==> src/rtl/sync_fifo_hs_pkg.sv <==
// Shared helpers for the capture-path buffers: occupancy/pointer widths,
// wrap-around pointer increment and the read-port style encoding.
package sync_fifo_hs_pkg;

    // Read-port style: registered output or first-word-fall-through.
    typedef enum logic [0:0] {
        FIFO_REGISTERED = 1'b0,
        FIFO_FWFT       = 1'b1
    } fifo_type_e;

    // Bits needed to hold an occupancy value in 0..depth.
    function automatic int cntWidth(input int depth);
        return $clog2(depth + 1);
    endfunction

    // Bits needed to address depth entries (at least one bit).
    function automatic int ptrWidth(input int depth);
        return (depth > 1) ? $clog2(depth) : 1;
    endfunction

    // Next pointer value, wrapping depth-1 back to 0 so any depth works.
    function automatic int unsigned ptrNext(input int unsigned ptr, input int unsigned depth);
        return (ptr >= depth - 1) ? 0 : ptr + 1;
    endfunction

endpackage : sync_fifo_hs_pkg

==> src/rtl/sync_fifo_hs.sv <==
// Single-clock valid/ready FIFO with occupancy flags.
// FIFO_TYPE 1 shows the head entry on data_o (FWFT); FIFO_TYPE 0 loads data_o
// from the head on each pop. Depth may be any integer >= 2.
// Optional: define SYNC_FIFO_ERR_FLAG_EN to add the sticky err_o output that
// flags a write while full or a read while empty.
module sync_fifo_hs
    import sync_fifo_hs_pkg::*;
#(
    parameter int FIFO_TYPE        = 1,
    parameter int DATA_WIDTH       = 8,
    parameter int FIFO_DEPTH       = 4,
    parameter int ALMOST_EMPTY_LVL = 1,
    parameter int ALMOST_FULL_LVL  = FIFO_DEPTH - 1
) (
    input  logic                             Clk,
    input  logic                             Reset,
    input  logic [DATA_WIDTH-1:0]            data_i,
    input  logic                             wr_valid_i,
    output logic                             wr_ready_o,
    output logic [DATA_WIDTH-1:0]            data_o,
    output logic                             rd_ready_o,
    input  logic                             rd_valid_i,
    output logic                             empty_o,
    output logic                             full_o,
    output logic                             almost_empty_o,
    output logic                             almost_full_o,
    output logic [cntWidth(FIFO_DEPTH)-1:0]  counter
`ifdef SYNC_FIFO_ERR_FLAG_EN
    ,
    output logic                             err_o
`endif
);

    localparam int CNT_W = cntWidth(FIFO_DEPTH);
    localparam int PTR_W = ptrWidth(FIFO_DEPTH);

    localparam logic [CNT_W-1:0] DEPTH_CNT  = CNT_W'(FIFO_DEPTH);
    localparam logic [CNT_W-1:0] AEMPTY_CNT = CNT_W'(ALMOST_EMPTY_LVL);
    localparam logic [CNT_W-1:0] AFULL_CNT  = CNT_W'(ALMOST_FULL_LVL);
    localparam logic [CNT_W-1:0] ONE_CNT    = CNT_W'(1);

    logic [DATA_WIDTH-1:0] mem [FIFO_DEPTH];
    logic [PTR_W-1:0]      wrPtr;
    logic [PTR_W-1:0]      rdPtr;
    logic                  push;
    logic                  pop;

    // Requests against a full/empty FIFO are dropped; flags come from the counter only,
    // so a pop never frees space for a push in the same cycle.
    assign push = wr_valid_i & ~full_o;
    assign pop  = rd_valid_i & ~empty_o;

    assign empty_o        = (counter == '0);
    assign full_o         = (counter == DEPTH_CNT);
    assign wr_ready_o     = ~full_o;
    assign rd_ready_o     = ~empty_o;
    assign almost_empty_o = (counter <= AEMPTY_CNT);
    assign almost_full_o  = (counter >= AFULL_CNT);

    // Pointer and occupancy bookkeeping; reset discards all stored words.
    always_ff @(posedge Clk) begin
        if (Reset) begin
            wrPtr   <= '0;
            rdPtr   <= '0;
            counter <= '0;
        end else begin
            if (push) begin
                wrPtr <= PTR_W'(ptrNext(32'(wrPtr), FIFO_DEPTH));
            end
            if (pop) begin
                rdPtr <= PTR_W'(ptrNext(32'(rdPtr), FIFO_DEPTH));
            end
            case ({push, pop})
                2'b10:   counter <= counter + ONE_CNT;
                2'b01:   counter <= counter - ONE_CNT;
                default: counter <= counter;
            endcase
        end
    end

    // Storage array: data only, not touched by reset.
    always_ff @(posedge Clk) begin
        if (push) begin
            mem[wrPtr] <= data_i;
        end
    end

    generate
        if (FIFO_TYPE == int'(FIFO_FWFT)) begin : gFwft
            // Head entry is always presented; a new word shows one cycle after its push.
            assign data_o = mem[rdPtr];
        end else begin : gRegRead
            logic [DATA_WIDTH-1:0] readData_p1;

            // Output register captures the head on pop and holds it until the next pop.
            always_ff @(posedge Clk) begin
                if (Reset) begin
                    readData_p1 <= '0;
                end else if (pop) begin
                    readData_p1 <= mem[rdPtr];
                end
            end

            assign data_o = readData_p1;
        end
    endgenerate

`ifdef SYNC_FIFO_ERR_FLAG_EN
    // Sticky error: set the cycle after any illegal request, cleared only by reset.
    always_ff @(posedge Clk) begin
        if (Reset) begin
            err_o <= 1'b0;
        end else if ((wr_valid_i & full_o) | (rd_valid_i & empty_o)) begin
            err_o <= 1'b1;
        end
    end
`endif

endmodule : sync_fifo_hs

==> config.mk <==
export PLATFORM = sky130hd
export DESIGN_NAME = sync_fifo_hs
export DESIGN_NICKNAME = d
export VERILOG_FILES = /design/src/rtl/sync_fifo_hs_pkg.sv /design/src/rtl/sync_fifo_hs.sv
export SDC_FILE = /design/constraint.sdc
export NUM_CORES = 1
export LEC_CHECK = 0
export ABC_AREA = 1
export CAP_MARGIN = 5
export CORE_UTILIZATION = 30
export CTS_CLUSTER_DIAMETER = 50
export CTS_CLUSTER_SIZE = 25
export DETAILED_ROUTE_END_ITERATION = 16
export GPL_TIMING_DRIVEN = 0
export PLACE_DENSITY_LB_ADDON = 0.3
export REMOVE_ABC_BUFFERS = 1
export SLEW_MARGIN = 10
export SYNTH_ARGS = -nofsm -noshare
export SYNTH_HDL_FRONTEND = slang
export SYNTH_SLANG_ARGS = --single-unit
export TNS_END_PERCENT = 20
==> constraint.sdc <==
create_clock -name Clk -period 3.26 [get_ports Clk]
set_input_delay 0.978 -clock Clk [delete_from_list [all_inputs] [get_ports Clk]]
set_output_delay 0.978 -clock Clk [all_outputs]
set_load 0.02 [all_outputs]
==> results of run 1 <==
-- layout make-up --
cell class | count | area, µm² | share of cell area
inverter | 33 | 124 | 0.0542
sequential | 41 | 1140 | 0.500
timing repair buffer | 28 | 280 | 0.123
clock inverter | 3 | 41.3 | 0.0181
tap | 75 | 93.8 | 0.0411
clock buffer | 5 | 68.8 | 0.0301
multi-input combinational | 90 | 536 | 0.234
-- cells by family (layout without fill, tap and decap cells) --
group           count (synthesis)  count (layout)  share of synthesized area
fa+ha+maj                      10              10                     0.0686
simple gates                   46              46                      0.109
compound gates                 33              33                      0.111
flops                          41              41                      0.626
xor+xnor                        1               1                    0.00480
buf+inv                        38              69                     0.0809
-- power by group --
part           switching (µW)  internal, µW  leakage [µW]  total, µW
sequential               93.3           646      0.000368        739
combinational             438           364      0.000489        803
clock                     170           225     0.0000518        395
total                     701          1240      0.000909       1940
-- worst max-delay path: stages (launching register included) --
cell             delay, ps
dfxtp_1                340
inv_1                  130
ha_1                   280
nand2_2                140
inv_1                   80
clkdlybuf4s50_1        600
-- final timing paths --
| path | endpoint | from | depth (start not counted) | slack, ps |
|---|---|---|---|---|
| worst max-delay path | full_o | counter[1]$_SDFFE_PP0P_ | 5 | 420 |
| worst min-delay path | flip-flop | rdPtr[0]$_SDFFE_PP0P_ | 2 | 510 |
| worst max register to register | mem[3][5]$_DFFE_PP_ | counter[1]$_SDFFE_PP0P_ | 5 | 1240 |
| worst min register to register | flip-flop | rdPtr[0]$_SDFFE_PP0P_ | 2 | 510 |
-- synthesized netlist by cell type (all sizes together) --
cell type  count
a21boi         1
a21oi         13
buf            3
clkbuf         2
dfxtp          9
edfxtp        32
ha            10
inv           33
nand2         30
nand3          2
nand3b         1
nand4          1
nor2          12
o211ai         8
o21ai         11
xnor2          1
-- through the flow --
step	power [µW]	hold slack, ps	utilization
global route	2070	554	0.388
CTS	1960	515	0.388
finish	1940	512	0.388
global placement	1560	497	0.369
detailed placement	1560	504	0.369
floorplan	1220	470	-
-- sequential cells by signal (all words and copies together) (netlist names), named ones only --
register,cells
counter,3
wrPtr,2
rdPtr,2
mem,32
-- metal layers --
layer  GRT usage  part of all wire
met1       0.111              0.47
met2       0.174              0.44
met3      0.0389             0.063
met4      0.0482             0.019
met5           0                 0
==> results by group, run 1 <==
Synth
  – Synthesis Warnings: 0
  – Synth Cell Area: 1820 µm²
  – Yosys top cell area share: 0.527
  – Syn Inst Count: 169
  – Syn Area/Cell: 10.8 µm²
  – Register area share after synthesis: 0.626
  – Distinct cells, synth: 21
  – Synth area leader: edfxtp_1
  – Seq cells post-synth: 41
  – Synth area leaders: edfxtp_1, dfxtp_1, ha_1

Drt
  – 1st-pass router iterations: 4
  – Residual DRC count: 0
  – DR vias/cell: 4.19
  – Drt first-iter violations: 31
  – Avg WL per Cell: 10.7 µm
  – Final ANT Viol Nets: 0
  – Total wire length: 2.94 mm
  – Vias: 1151

STA
  – Max-slew violations: 0
  – Worst Slack Setup Final: 421 ps
  – Final period util: 0.871
  – Final min period: 2840 ps
  – Final setup viols: 0
  – Worst-Margin Slew: 820 ps
  – Setup TNS: 0 ps
  – Final Hold Viols: 0
  – Max Clk Rate: 352 MHz
  – Slew margin rel.: 0.451
  – Worst Skew: 5.98 ps
  – Setup repair after global routing missed its margin: false

Clock tree
  – Clock sink total: 41
  – Post-CTS Resized: 0
  – Worst skew pair latency: 290 ps
  – Post CTS Setup Buffer Count: 0
  – Clock buffer depth: 2
  – Root Driver: clkbuf_8
  – CTS tree: yes
  – Num CTS Buffers: 5
  – # hold bufs at CTS: 0
  – Reg clk slew, reported paths: 80 ps
  – H-tree depth: 2

Die
  – Starting Density: 0.310
  – Std-Cell Core Area: 5890 µm²
  – FP Rows: 28
  – I/O pins: 29
  – Die X: 80.0 µm
  – DIE AREA: 6400 µm²
  – Die Y: 80.0 µm

Worst setup path
  – Startpoint types: flip-flop
  – WP data required: 2280 ps
  – Worst Path Max Fanout: 5
  – CP Class: reg -> out
  – Arrival time of the worst setup path: 1860 ps
  – Critical Path Sink Type: primary output

Run status
  – Run status: complete, no violations

Cells and area
  – Design Area, Final: 2290 µm²
  – Antenna diode count: 0
  – Filler cell count in the final layout: 575
  – Layout Cells excl Fill: 275
  – Layout cells sized above 1: 0.0800
  – Nets: 221
  – Most frequent cells in the layout: inv_1, edfxtp_1, clkdlybuf4s50_1
  – Area Growth Syn to Fin: 25.3%

Power
  – Peak supply drop: 0.543 mV
  – Leakage: 0.000909 µW
  – Power Dens Cells: 847 nW/µm²

Global routing
  – GRT Util Overall: 0.102
  – Initial antenna violation count: 0
  – Largest net degree at the start of global routing: 33
  – First-pass GRT wire length: 4.71 mm
  – Vias in the first global route: 1054
  – GRT overflow: 0

Placement
  – HPWL Detailed: 1.97 mm
  – Port Buffers: 28
  – Area after DPL: 2170 µm²
  – Inst Count DP: 267
  – DP Worst Slack: 412 ps
  – Placer congestion estimate: 0.809

Flow run
  – Max-cap viol count: 0

Worst hold path
  – Worst hold path class: reg -> reg
(Power assumes the default switching activity.)
==> inputs of run 2 (changes only) <==
--- a/config.mk
+++ b/config.mk
@@ -12,9 +12,8 @@
 export CTS_CLUSTER_SIZE = 25
 export DETAILED_ROUTE_END_ITERATION = 16
 export GPL_TIMING_DRIVEN = 0
-export PLACE_DENSITY_LB_ADDON = 0.3
 export REMOVE_ABC_BUFFERS = 1
-export SLEW_MARGIN = 10
+export SLEW_MARGIN = 20
 export SYNTH_ARGS = -nofsm -noshare
 export SYNTH_HDL_FRONTEND = slang
 export SYNTH_SLANG_ARGS = --single-unit
==> constraint.sdc (replaced) <==
create_clock -name Clk -period 2.5 [get_ports Clk]
set_input_delay 0.75 -clock Clk [delete_from_list [all_inputs] [get_ports Clk]]
set_output_delay 0.75 -clock Clk [all_outputs]
set_load 0.02 [all_outputs]
==> run 2 against run 1 <==
Sequential cell count unchanged; final cell count is the same; critical path depth is 1 lower; non-clock buffer count unchanged; cell area rose by 0.11%; highest routed layer unchanged; routed wire length is 4.9% higher; via count rose by 2.1%; combinational power up 26%; global-route usage increased by 0.99 points; die area stayed put; core utilization about the same.
==> results by group, run 2 (synthesis gave the netlist of run 1 again) <==
Global routing
  – Largest net degree at the start of global routing: 33 (unchanged)
  – First-pass GRT wire length: 5.15 mm (+9.4%)
  – Initial antenna violation count: 0 (unchanged)
  – GRT overflow: 0 (unchanged)
  – GRT Util Overall: 0.112 (+0.00988)
  – Vias in the first global route: 1156 (+9.7%)

Die
  – DIE AREA: 6400 µm² (unchanged)
  – Die Y: 80.0 µm (unchanged)
  – I/O pins: 29 (unchanged)
  – Die X: 80.0 µm (unchanged)
  – Starting Density: 0.310 (unchanged)
  – Std-Cell Core Area: 5890 µm² (unchanged)
  – FP Rows: 28 (unchanged)

Cells and area
  – Antenna diode count: 0 (unchanged)
  – Largest registers: mem x32, counter x3
  – Max reg flops: 32 (unchanged)
  – Final core occ: 0.389 (+0.000425)
  – Top reg by flops: mem
  – Nets: 221 (unchanged)
  – Layout cells sized above 1: 0.100 (+0.0200)
  – Most frequent cells in the layout: inv_1, edfxtp_1, nand2_1
  – Area Growth Syn to Fin: 25.4%

Clock tree
  – Worst skew pair latency: 290 ps (about the same)
  – H-tree depth: 2 (unchanged)
  – Num CTS Buffers: 5 (unchanged)
  – Reg clk slew, reported paths: 70 ps (about the same)
  – Root Driver: clkbuf_8
  – CTS tree: yes
  – Clock buffer depth: 2 (unchanged)
  – Clock sink total: 41 (unchanged)

Drt
  – Residual DRC count: 0 (unchanged)
  – DR vias/cell: 4.27 (+2.1%)
  – 1st-pass router iterations: 4 (unchanged)
  – Avg WL per Cell: 11.2 µm (+4.9%)
  – Final ANT Viol Nets: 0 (unchanged)
  – Drt first-iter violations: 41 (+32%)
  – Vias: 1175 (+2.1%)
  – Total wire length: 3.08 mm (+4.9%)

Placement
  – Placer congestion estimate: 0.799 (-1.3%)
  – HPWL Detailed: 2.13 mm (+8.3%)
  – Port Buffers: 28 (unchanged)

STA
  – Final setup viols: 0 (unchanged)
  – Fin Hold WS: 499 ps (-12.6 ps)
  – Setup repair after global routing missed its margin: false
  – Final period util: 0.953
  – Worst-Margin Slew: 856 ps (+35.6 ps)
  – Max Clk Rate: 420 MHz
  – Slew margin rel.: 0.427 (-0.0238)
  – Worst Skew: 2.47 ps (-3.50 ps)
  – Final Hold Viols: 0 (unchanged)
  – Max-slew violations: 0 (unchanged)
  – Final min period: 2380 ps

Worst setup path
  – CP peak stage delay: 590 ps (about the same)
  – Arrival time of the worst setup path: 1630 ps (-230 ps)
  – WP data required: 1750 ps (-530 ps)
  – Worst Setup EP: data_o[0]
  – Cell Chain, Critical Path: a21oi_1 -> o21ai_0 -> nand2_1 -> clkdlybuf4s50_1
  – RR Endpoint: mem[2][3]$_DFFE_PP_
  – Worst path slowest cell: clkdlybuf4s50_1
  – Startpoint types: flip-flop
  – Worst r2r src: counter[0]$_SDFFE_PP0P_
  – CP Class: reg -> out
  – Flop2flop setup slack: 520 ps (-720 ps)
  – Critical Path Sink Type: primary output
  – Worst r2r path cells: 5 (unchanged)
  – Worst Path Max Fanout: 32 (+27)

Power
  – Leakage: 0.000991 µW (+9.1%)
  – Peak supply drop: 0.594 mV (+9.4%)
  – Power Dens Cells: 1040 nW/µm² (+23%)

Flow run
  – Max-cap viol count: 0 (unchanged)

Run status
  – Run status: complete, no violations

Worst hold path
  – Worst hold path class: reg -> reg
run 2: worst max-delay path, delay by kind of cell (launching register included):
kind / cells / cell delay (ps)
AND/OR/NAND/NOR: 1 / 70
AO/OA/AOI/OAI: 2 / 250
flip-flops: 1 / 440
buffers and inverters: 1 / 590
run 2: area by class of cell:
class / instances / area, µm²
clock buffer: 5 / 68.8
inverter: 33 / 124
sequential: 41 / 1150
fill: 591 / 3600
multi-input combinational: 90 / 538
clock inverter: 3 / 17.5
timing repair buffer: 28 / 299
tap: 75 / 93.8
run 2: repair_timing:
item,CTS,global route
resized for setup,8,9
setup endpoints to repair,13,9
setup buffers,0,0
hold buffers,0,0
run 2: worst min path at each step:
stage | from | endpoint | slack [ps] | cells past startpoint
after floorplan | wrPtr[1]$_SDFFE_PP0P_ | wrPtr[1]$_SDFFE_PP0P_ | 470 | 2
after global placement | rdPtr[1]$_SDFFE_PP0P_ | rdPtr[1]$_SDFFE_PP0P_ | 500 | 2
after detailed placement | rdPtr[1]$_SDFFE_PP0P_ | rdPtr[1]$_SDFFE_PP0P_ | 500 | 2
after CTS | rdPtr[1]$_SDFFE_PP0P_ | flip-flop | 500 | 2
after global routing | rdPtr[1]$_SDFFE_PP0P_ | flip-flop | 530 | 2
final | rdPtr[1]$_SDFFE_PP0P_ | flip-flop | 500 | 2
run 2: per-layer routing:
layer  GRT usage  share of wire  up-vias
met4      0.0571          0.016        0
met3      0.0354          0.064        6
met2       0.198           0.50       29
met1       0.118           0.42      522
li1            -              -      618
met5           0              0        -
run 2: power by group:
group          internal, µW  switching [µW]  total [µW]
clock                   192             215         408
combinational           443             570        1010
sequential              848             123         971
total                  1480             908        2390
run 2: through the flow:
| stage | TNS (ps) | instance area, µm² | total power [µW] | instances | worst slack [ps] |
|---|---|---|---|---|---|
| 2_1_floorplan | 0 | 1800 | 1580 | 164 | 568 |
| 3_3_place_gp | -509 | 2170 | 2030 | 267 | -92.1 |
| 3_5_place_dp | -925 | 2170 | 2040 | 267 | -133 |
| 4_1_cts | 0 | 2270 | 2450 | 275 | 13.9 |
| 5_1_grt | 0 | 2290 | 2590 | 275 | 1.40 |
| 6_report | 0 | 2290 | 2390 | 275 | 118 |
